--- src/rtl/star_collect.sv ---
// Star pickup logic: two independent star FSMs (alive / hit / dead with frame-counted
// respawn) plus a saturating two-digit BCD score and a collection strobe.
module star_fsm #(
  parameter int RESPAWN_FRAMES = 60
) (
  input  logic clk,
  input  logic rst,
  input  logic frame_tick,
  input  logic hit_req,
  output logic alive,
  output logic collect
);
  typedef enum logic [1:0] {ALIVE, HIT, DEAD} state_e;

  localparam logic [7:0] RESPAWN = 8'(RESPAWN_FRAMES);

  state_e     state_q, state_d;
  logic [7:0] cnt_q, cnt_d;
  logic       alive_q;

  // A star is only scored on the frame boundary that ends its HIT window.
  assign collect = (state_q == HIT) && frame_tick;
  assign alive   = alive_q;

  always_comb begin
    state_d = state_q;
    cnt_d   = cnt_q;
    case (state_q)
      ALIVE: if (hit_req) state_d = HIT;
      HIT: if (frame_tick) begin
        state_d = DEAD;
        cnt_d   = RESPAWN;
      end
      DEAD: if (frame_tick) begin
        cnt_d = cnt_q - 8'd1;
        if (cnt_q == 8'd1) state_d = ALIVE;
      end
      default: state_d = ALIVE;
    endcase
  end

  always_ff @(posedge clk) begin
    if (rst) begin
      state_q <= ALIVE;
      cnt_q   <= 8'd0;
      alive_q <= 1'b1;
    end else begin
      state_q <= state_d;
      cnt_q   <= cnt_d;
      alive_q <= (state_d != DEAD);
    end
  end
endmodule

module star_collect #(
  parameter int RESPAWN_FRAMES = 60
) (
  input  logic       clk,
  input  logic       rst,
  input  logic       v_sync,
  input  logic       game_active,
  input  logic       player_on,
  input  logic       star1_on,
  input  logic       star2_on,
  output logic       s1_alive,
  output logic       s2_alive,
  output logic [7:0] score,
  output logic       collect_pulse
);
  localparam int NUM_STARS = 2;

  logic                 v_d_q;
  logic                 frame_tick;
  logic [NUM_STARS-1:0] star_on, hit_req, alive, collect;
  logic [7:0]           score_q, score_d;
  logic                 collect_pulse_q, collect_pulse_d;
  logic [1:0]           n_collect;
  logic [4:0]           ones_sum, tens_sum;

  assign frame_tick = v_sync & ~v_d_q;
  assign star_on    = {star2_on, star1_on};
  assign hit_req    = {NUM_STARS{game_active & player_on}} & star_on;

  for (genvar i = 0; i < NUM_STARS; i++) begin : g_star
    star_fsm #(.RESPAWN_FRAMES(RESPAWN_FRAMES)) u_star (
      .clk        (clk),
      .rst        (rst),
      .frame_tick (frame_tick),
      .hit_req    (hit_req[i]),
      .alive      (alive[i]),
      .collect    (collect[i])
    );
  end

  // BCD add of 0..2 with saturation once the tens digit would overflow.
  always_comb begin
    n_collect = {1'b0, collect[0]} + {1'b0, collect[1]};
    ones_sum  = {1'b0, score_q[3:0]} + {3'b0, n_collect};
    tens_sum  = {1'b0, score_q[7:4]};
    if (ones_sum > 5'd9) begin
      ones_sum = ones_sum - 5'd10;
      tens_sum = tens_sum + 5'd1;
    end
    if (tens_sum > 5'd9) score_d = 8'h99;
    else                 score_d = {tens_sum[3:0], ones_sum[3:0]};
    collect_pulse_d = |collect;
  end

  always_ff @(posedge clk) begin
    if (rst) begin
      v_d_q           <= 1'b1;
      score_q         <= 8'h00;
      collect_pulse_q <= 1'b0;
    end else begin
      v_d_q           <= v_sync;
      score_q         <= score_d;
      collect_pulse_q <= collect_pulse_d;
    end
  end

  assign s1_alive      = alive[0];
  assign s2_alive      = alive[1];
  assign score         = score_q;
  assign collect_pulse = collect_pulse_q;
endmodule

--- config.mk ---
export PLATFORM = sky130hd
export DESIGN_NAME = star_collect
export DESIGN_NICKNAME = d
export VERILOG_FILES = /design/src/rtl/star_collect.sv
export SDC_FILE = /design/constraint.sdc
export NUM_CORES = 1
export LEC_CHECK = 0
export ABC_AREA = 0
export BUFFER_PORTS_ARGS = -buffer_cell sky130_fd_sc_hd__buf_2
export CAP_MARGIN = 20
export CORE_MARGIN = 3
export CORE_UTILIZATION = 27
export CTS_BUF_LIST = sky130_fd_sc_hd__clkbuf_8
export DETAILED_ROUTE_END_ITERATION = 6
export RECOVER_POWER = 100
export SYNTH_ARGS = -nofsm -noshare
export SYNTH_HDL_FRONTEND = slang
export SYNTH_SLANG_ARGS = --single-unit
--- constraint.sdc ---
create_clock -name clk -period 6.2 [get_ports clk]
set_input_delay 0.62 -clock clk [delete_from_list [all_inputs] [get_ports clk]]
set_output_delay 0.62 -clock clk [all_outputs]
set_load 0.1 [all_outputs]
### After elaboration in Yosys (flattened, before gate mapping)

Cells that the tools add are included.
Widths: inputs -> output; s select.

* register bits: 32
* latch bits: 0
* bits in writable memories: 0
* bits in read-only memories: 0
* logic and storage cells: 62
* memories: 0

* add/subtract/negate cells: 6
* multiply operators: 0
* div/mod/pow operators: 0
* magnitude comparators: 2
* eq/ne operators: 12
* shift-type cells: 0
* muxes and demuxes: 18
* bitwise operators: 4
* reductions and logical operators: 10

Operators with widths (number)
* $mux 8: 4
* $pmux 8 s2: 2
* $eq 8x1->1 const B: 2
* $mux 2: 8
* $sub 8x1->8 const B: 2
* $pmux 2 s3: 2
* $gt 5x4->1 const B: 2
* $ne 2x2->1 const B: 4
* $reduce_and 3->1: 2
* $add 4x1->5 const B: 1
* $add 4x2->5: 1
* $mux 5: 1
* $eq 2x1->1 const B: 2
* $eq 2x2->1 const B: 2
* $logic_not 2->1: 2
* $mux 4: 1
* $ne 2x1->1 const B: 2
* $reduce_bool 2->1: 2
* $reduce_or 2->1: 2
* $sub 4x4->4 const B: 1
* $add 1x1->2: 1
* $and 1x1->1: 2
* $and 2x2->2: 1
* $logic_and 1x1->1: 2
* $not 1->1: 1

### Logic depth before layout (Yosys ltp)

Gate-level depths: netlist (run 1).

* depth in word-level cells: 9
* mapped depth: 15
* gate-level depth less buffers: 14

### Cells and area by module

From an unflattened synthesis (run 1), not the netlist that was laid out.

* cells, all modules: 210
* area, all modules: 1903.1 um^2

By module, submodules not included
* star_fsm: times used 2, cells an instance 73, area each 649.4 um^2
* star_collect: times used 1, cells an instance 64, area each 604.3 um^2

### Worst setup path before layout (run 1)

OpenSTA, ideal clock, no wires.

* path kind: input-to-reg
* from: input port v_sync
* to: register score_q[2] (netlist: score[2])
* setup time: 0.116 ns
* arrival: 3.330 ns
* required time: 6.084 ns
* slack: 2.755 ns
* stages: 15
* buffers on the path: 1
* cells stage by stage: nand2b_1 > clkbuf_1 > nor3_1 > inv_1 > fa_1 > inv_1 > ha_1 > xnor2_1 > ha_1 > nand2b_1 > a22o_1 > o21ai_2 > nor2_1 > nand4bb_2 > and3b_1

* longest elaborated chain between the ends: 8

RTL lines
* from (decl): line 60 `input logic v_sync,`
* $and 1x1->1 *: line 80 `assign frame_tick = v_sync & ~v_d_q;`
* $logic_and 1x1->1: line 22 `assign collect = (state_q == HIT) && frame_tick;`
* $add 1x1->2 *: line 97 `n_collect = {1'b0, collect[0]} + {1'b0, collect[1]};`
* $add 4x2->5 *: line 98 `ones_sum = {1'b0, score_q[3:0]} + {3'b0, n_collect};`
* $gt 5x4->1: line 100 `if (ones_sum > 5'd9) begin`
* $mux 5: line 100
* $gt 5x4->1: line 104 `if (tens_sum > 5'd9) score_d = 8'h99;`
* $reduce_or 2->1 (no source line)
* to (signal assigned): line 116 `score_q <= score_d;`
* to (decl): line 75 `logic [7:0] score_q, score_d;`

Every way passes the cells marked *; elsewhere a longest branch is shown, timed or not.
A chain may end at the register's enable or synchronous reset.

### Worst setup path after layout (run 1)

* from: input port v_sync
* to: register score_q[6] (netlist: score[6])

* longest elaborated chain between the ends: 8

RTL lines (line)
* $and 1x1->1 *: 80
* $logic_and 1x1->1: 22
* $add 1x1->2 *: 97
* $add 4x2->5 *: 98
* $gt 5x4->1 *: 100
* $mux 5 *: 100
* $gt 5x4->1: 104
* $reduce_or 2->1 (no source line)

Marked as above.

==> results of run 1 <==
[registers in the layout, indices dropped and copies added, names as in the netlist]
| signal | cells |
|---|---|
| g_star.u_star.cnt_q | 16 |
| score | 8 |
| g_star.u_star.state_q | 4 |
| g_star.u_star.alive | 2 |
| collect_pulse | 1 |
| v_d_q | 1 |
[per-stage QoR]
step	instance area [um2]	worst slack (ns)
floorplan	1650	2.75
global placement	1800	2.28
detailed placement	1800	2.26
CTS	1890	2.56
global route	1870	1.88
finish	1870	2.30
[synthesized netlist by cell type (4+ instances only)]
| library cell | instances | area (um2) |
|---|---|---|
| dfxtp_1 | 32 | 641 |
| nor2_1 | 20 | 75.1 |
| a21oi_1 | 19 | 95.1 |
| nor3_1 | 18 | 90.1 |
| inv_1 | 13 | 48.8 |
| xnor2_1 | 13 | 114 |
| nand3_1 | 11 | 55.1 |
| ha_1 | 8 | 100 |
| nand2_1 | 8 | 30.0 |
| a211oi_1 | 4 | 30.0 |
| clkbuf_1 | 4 | 15.0 |
| nor4_1 | 4 | 25.0 |
| xor2_1 | 4 | 35.0 |
[power groups by stage]
| stage | Sequential (W) | Combinational (W) | Clock (W) |
|---|---|---|---|
| final | 0.000213 | 0.0000258 | 0.000164 |
| after global placement | 0.000218 | 0.0000258 | 0 |
| after detailed placement | 0.000218 | 0.0000259 | 0 |
| after floorplan | 0.000219 | 0.0000177 | 0 |
| after global routing | 0.000213 | 0.0000289 | 0.000175 |
| after CTS | 0.000213 | 0.0000261 | 0.000169 |
[kinds of logic after synthesis]
kind of cell	after synthesis	share of synthesized area (%)
simple gates	74	23.0
compound gates	37	14.2
flops	32	38.8
buf+inv	19	4.47
xor+xnor	17	9.02
fa+ha+maj	9	7.28
mux	4	3.18
[layout make-up]
type	count	area, um2	area share [%]
flip-flops and latches	32	641	34.3
inverters	13	48.8	2.62
clock buffers	6	82.6	4.43
clock inverters	2	7.51	0.402
well taps	72	90.1	4.83
multi-input cells	141	927	49.7
repair buffers	17	68.8	3.69
[cell usage in the layout, fill, tap and decap left out, drive strengths merged, types with 2 or more instances in the layout]
cell / netlist / final
nand2b: 3 / 3
nor2b: 3 / 3
a41oi: 2 / 2
inv: 13 / 15
clkbuf: 4 / 19
o21ai: 4 / 4
ha: 8 / 8
a22oi: 2 / 2
o22ai: 3 / 3
nand2: 8 / 8
nor2: 20 / 20
nor4: 4 / 4
buf: 2 / 4
a21oi: 19 / 19
dfxtp: 32 / 32
xor2: 4 / 4
mux2i: 4 / 4
xnor2: 13 / 13
a211oi: 4 / 4
nor3: 18 / 18
nand3: 11 / 11
[metal layers]
layer / vias to the layer above / wire [um] / GRT usage [%]
li1: 707 / - / -
met1: 616 / 1600 / 12.5
met2: 30 / 1440 / 14.9
met3: 7 / 183 / 3.53
met4: 0 / 60 / 5.12
met5: - / 0 / 0
[path summary, 6_finish.rpt]
path / startpoint / to / slack (ns)
max: v_sync / score[6] / 2.30
min: g_star[0].u_star.cnt_q[1] / g_star[0].u_star.cnt_q[1] / 0.52
max reg2reg: v_d_q / score[6] / 2.36
min reg2reg: g_star[0].u_star.cnt_q[1] / g_star[0].u_star.cnt_q[1] / 0.52
[worst max-delay path, cell delays in order]
cell and delay, ns:
clkbuf_1 0.10, nand2b_1 0.24, nor3_1 0.34, inv_1 0.22
fa_1 0.43, inv_1 0.07, ha_1 0.17, xnor2_1 0.24
ha_1 0.23, nand2b_1 0.06, a22o_1 0.21, o21ai_0 0.46
nor2_1 0.11, nor3b_1 0.36, a211oi_1 0.14
==> impl_results.md, run 1 <==
* Critical path startpoint category: input pin
* Synth-to-Final Area Change at 13.0%
* Placed insts at 275
* Reg2Reg Depth at 14
* Peak supply drop at 0.0000902 V
* Residual DRC at 0
* Detail Route Antenna Nets at 0
* CTS HTree Levels at 2
* Synth Register Bits at 32
* MaxCap Viol Count at 0
* Clk Latency, worst-skew pair at 0.28 ns
* Pwr Total at 0.000403 W
* Sw Pwr at 0.0000971 W
* Pre-antenna DRT Iters at 4
* Sequential area share after synthesis at 38.8%
* Largest net degree at the start of global routing at 31
* Final worst path period need at 3.90 ns
* Die X at 84.2 um
* Clock Skew at 0.00379 ns
* Fin. max-slew vios at 0
* CP Data Required Time at 6.30 ns
* CTS root buffer: clkbuf_8
* Iter 0 DRT Violations at 43
* Grt total ovfl at 0
* Setup TNS at 0 ns
* WHS at 0.523 ns
* Final setup fails at 0
* Power Dens Cells at 216 nW/um2
* Vias per inst at 4.81
* Fillers at 609
* Vias at 1,360
* Post-Route WL at 3.28 mm
* Final Hold Vio Count at 0
* Postcts setup bufs at 0
* RSZ-0062 raised after global routing: no
* CTS tree: built
* Ant. Diodes at 0
* Routability congestion estimate at 0.758
* Crit path kind: in2reg
* Sw Share at 24.1%
* Syn nets at 208
* Worst-path maximum fanout at 12
* Port bufs at 17
* Site Rows at 27
* Vias in the first global route at 1,305
* Worst-Margin Slew at 1.34 ns
* Dominant synthesized flop cell: dfxtp_1
* CTS Sinks at 32
* Clk buf depth at 2
* Reg clk slew, reported paths at 0.07 ns
* Num ports at 18
* Clk network pwr share at 40.7%
* GR Util All Layers at 9.95%
* Die H at 84.2 um
* Total Nets Final at 226
* CP arrival at 4.00 ns
* CTS resizes at 0
* CP Capture Type: register
* Syn Inst Count at 192
* Routed WL per cell at 11.6 um
* Finished Layout Cells at 283
* Initial antenna violation count at 0
* P_int at 0.000306 W
* Hold/Removal Path Class: reg2reg
* Relative slew margins at 10.5%
* Synthesized cell area at 1650 um2
* Asr flop ratio synth at 0%
* First-pass GRT wire length at 5.83 mm
* Die area at 7090 um2
* Part of the power in registers at 52.9%
* Final core occ at 32.7%
* Max Fclk at 256 MHz
* Cts-stage hold buffer count at 0
* Starting Density at 28.9%
* Hold Crit Depth at 2
* Post-synth EDFFs at 0
* YS warnings at 0
* Core ar. at 5710 um2
* Total CTS buffers at 5
* Avg Inst Size Synth at 8.60 um2
* Layout cell share with drive strength beyond 1 at 6.64%
* Leakage at 0.638 nW
* Status: finished, final reports clean
* Distinct cell type count after synthesis at 34
* Combinational power share at 6.4%
* Final Cycle Share at 62.9%
* DP HPWL at 2.33 mm
(Power assumes the default switching activity.)
==> run 2: changes to the inputs <==
clock period = 4 ns   (was 6.2 ns; I/O delays follow)
==> run 2 against run 1 <==
Sequential power up 55%; final cell count up 0.35%; non-clock buffer count up 1; critical path depth down 1; routed wire length up 0.40%; first-iteration DRC count up 56%; die area unchanged.
==> impl_results.md, run 2 (same netlist as run 1, synthesis figures left out) <==
* Crit-path slowest cell: fa_1
* Leakage at 0.649 nW (+1.7%)
* Final worst setup slack at 0.391 ns (-1.91 ns)
* Routability congestion estimate at 0.762 (+0.58%)
* Largest net degree at the start of global routing at 31 (unchanged)
* Clk Latency, worst-skew pair at 0.28 ns (about the same)
* Iter 0 DRT Violations at 67 (+56%)
* Critical Path Start: g_star[0].u_star.state_q[0]
* Final Cycle Share at 90.2%
* CTS Sinks at 32 (unchanged)
* Vias at 1,348 (-0.88%)
* Placed Area at 1810 um2 (+0.42%)
* Relative slew margins at 15.9% (+5.4 points)
* Starting Density at 28.9% (unchanged)
* CTS HTree Levels at 2 (unchanged)
* Commonest cells after routing, fill and taps aside: dfxtp_1 (32), nor2_1 (20), a21oi_1 (19)
* Vias in the first global route at 1,247 (-4.4%)
* GR Util All Layers at 9.81% (-0.13 points)
* Critical path startpoint category: register
* Routed WL per cell at 11.6 um (about the same)
* Vias per inst at 4.75 (-1.2%)
* Reg-to-Reg Start: g_star[0].u_star.state_q[0]
* Reg clk slew, reported paths at 0.07 ns (about the same)
* Critical Path Most Common Cell: inv_1
* Synth-to-Final Area Change at 14.9%
* RSZ-0062 raised after global routing: no
* Worst-Margin Slew at 1.26 ns (-0.0805 ns)
* Grt total ovfl at 0 (unchanged)
* Status: finished, final reports clean
* Critical Path, Cell by Cell: inv_1 -> nor3_1 -> inv_1 -> fa_1 -> inv_1 -> ha_1 -> xnor2_1 -> ha_1 -> nand2b_1 -> a22o_1 -> o21a_4 -> a21oi_1 -> nor3b_2 -> a211oi_1
* Place WS at 0.389 ns (-1.87 ns)
* Total Nets Final at 227 (+0.44%)
* Fin. max-slew vios at 0 (unchanged)
* Largest reg by FF count: g_star.u_star.cnt_q
* DP HPWL at 2.37 mm (+1.7%)
* Peak supply drop at 0.000121 V (+34%)
* Kind of cell adding the most delay to the critical path: adder cells
* CTS resizes at 0 (unchanged)
* Min-delay src: v_sync
* Die H at 84.2 um (unchanged)
* Clk buf depth at 2 (unchanged)
* CTS root buffer: clkbuf_8
* CP Data Required Time at 4.10 ns (-2.20 ns)
* Setup TNS at 0 ns (unchanged)
* Max incr delay on CP at 0.44 ns (-0.02 ns)
* Num ports at 18 (unchanged)
* Final Hold Vio Count at 0 (unchanged)
* Max reg flops at 16 (unchanged)
* Max Fclk at 277 MHz
* Die area at 7090 um2 (unchanged)
* Final worst path period need at 3.61 ns
* Final setup fails at 0 (unchanged)
* Reg2Reg Depth at 14 (unchanged)
* Crit path kind: reg2reg
* Postcts setup bufs at 0 (unchanged)
* CTS tree: built
* Pre-antenna DRT Iters at 4 (unchanged)
* Most common cell after layout, fill and taps aside: dfxtp_1
* Post-Route WL at 3.29 mm (+0.40%)
* Hold Crit Depth at 2 (unchanged)
* Stages on worst setup path at 14 (-1)
* First-pass GRT wire length at 5.64 mm (-3.2%)
* Layout cell share with drive strength beyond 1 at 8.49% (+1.9 points)
* Die X at 84.2 um (unchanged)
* Power Dens Cells at 354 nW/um2 (+64%)
* Residual DRC at 0 (unchanged)
* Fin area at 1900 um2 (+1.7%)
* Port bufs at 17 (unchanged)
* Ant. Diodes at 0 (unchanged)
* MaxCap Viol Count at 0 (unchanged)
* Buf/Inv on CP at 3 (unchanged)
* Initial antenna violation count at 0 (unchanged)
* CP Capture Type: register
* Site Rows at 27 (unchanged)
* Total CTS buffers at 5 (unchanged)
* Core ar. at 5710 um2 (unchanged)
* Detail Route Antenna Nets at 0 (unchanged)
* CP arrival at 3.71 ns (-0.29 ns)
* Worst-path maximum fanout at 7 (-5)
* Hold/Removal Path Class: in2reg
* Clock Skew at 0.0115 ns (+0.00772 ns)
* Cts-stage hold buffer count at 0 (unchanged)
-- run 2: changes by cell type in the layout (fill, tap and decap cells not counted) --
| cell | delta |
|---|---|
| buf_2 | +1 |
| bufinv_16 | +1 |
| clkbuf_8 | -1 |
| clkinv_2 | +1 |
| inv_1 | -1 |
| nor3b_1 | -1 |
| nor3b_2 | +1 |
| o21ai_0 | -1 |
| o21ai_2 | +1 |
-- run 2: report_power, final --
part            total, W  leakage [nW]  internal (W)  switching [W]
Sequential      0.000330         0.259      0.000324     0.00000585
Clock           0.000302        0.0593      0.000182       0.000120
Combinational  0.0000395         0.331     0.0000147      0.0000249
-- run 2: final cells by class --
cell class	count	area, um2
tap	72	90.1
clock inverter	3	38.8
clock buffer	5	68.8
multi-input combinational	141	936
sequential	32	641
fill	616	3810
timing repair buffer	18	73.8
inverter	13	48.8
-- run 2: path summary, 6_finish.rpt --
kind                               end  slack, ns
max                           score[6]       0.39
min                              v_d_q       0.33
max reg2reg                   score[6]       0.39
min reg2reg  g_star[0].u_star.cnt_q[1]       0.53
-- run 2: routing by layer --
layer / global-route usage [%] / vias up / routed length (um)
met2: 14.8 / 25 / 1490
met5: 0 / - / 0
met3: 2.94 / 7 / 143
met4: 5.26 / 0 / 68
met1: 12.5 / 605 / 1590
li1: - / 711 / -
-- run 2: stage by stage --
stage / utilization, % / instances / hold WS [ns] / power (W)
finish: 33.2 / 284 / 0.325 / 0.000672
global route: 33.2 / 284 / 0.331 / 0.000702
detailed placement: 31.7 / 276 / 0.514 / 0.000378
global placement: 31.7 / 276 / 0.501 / 0.000378
floorplan: - / 192 / 0.476 / 0.000368
CTS: 33.6 / 284 / 0.323 / 0.000681
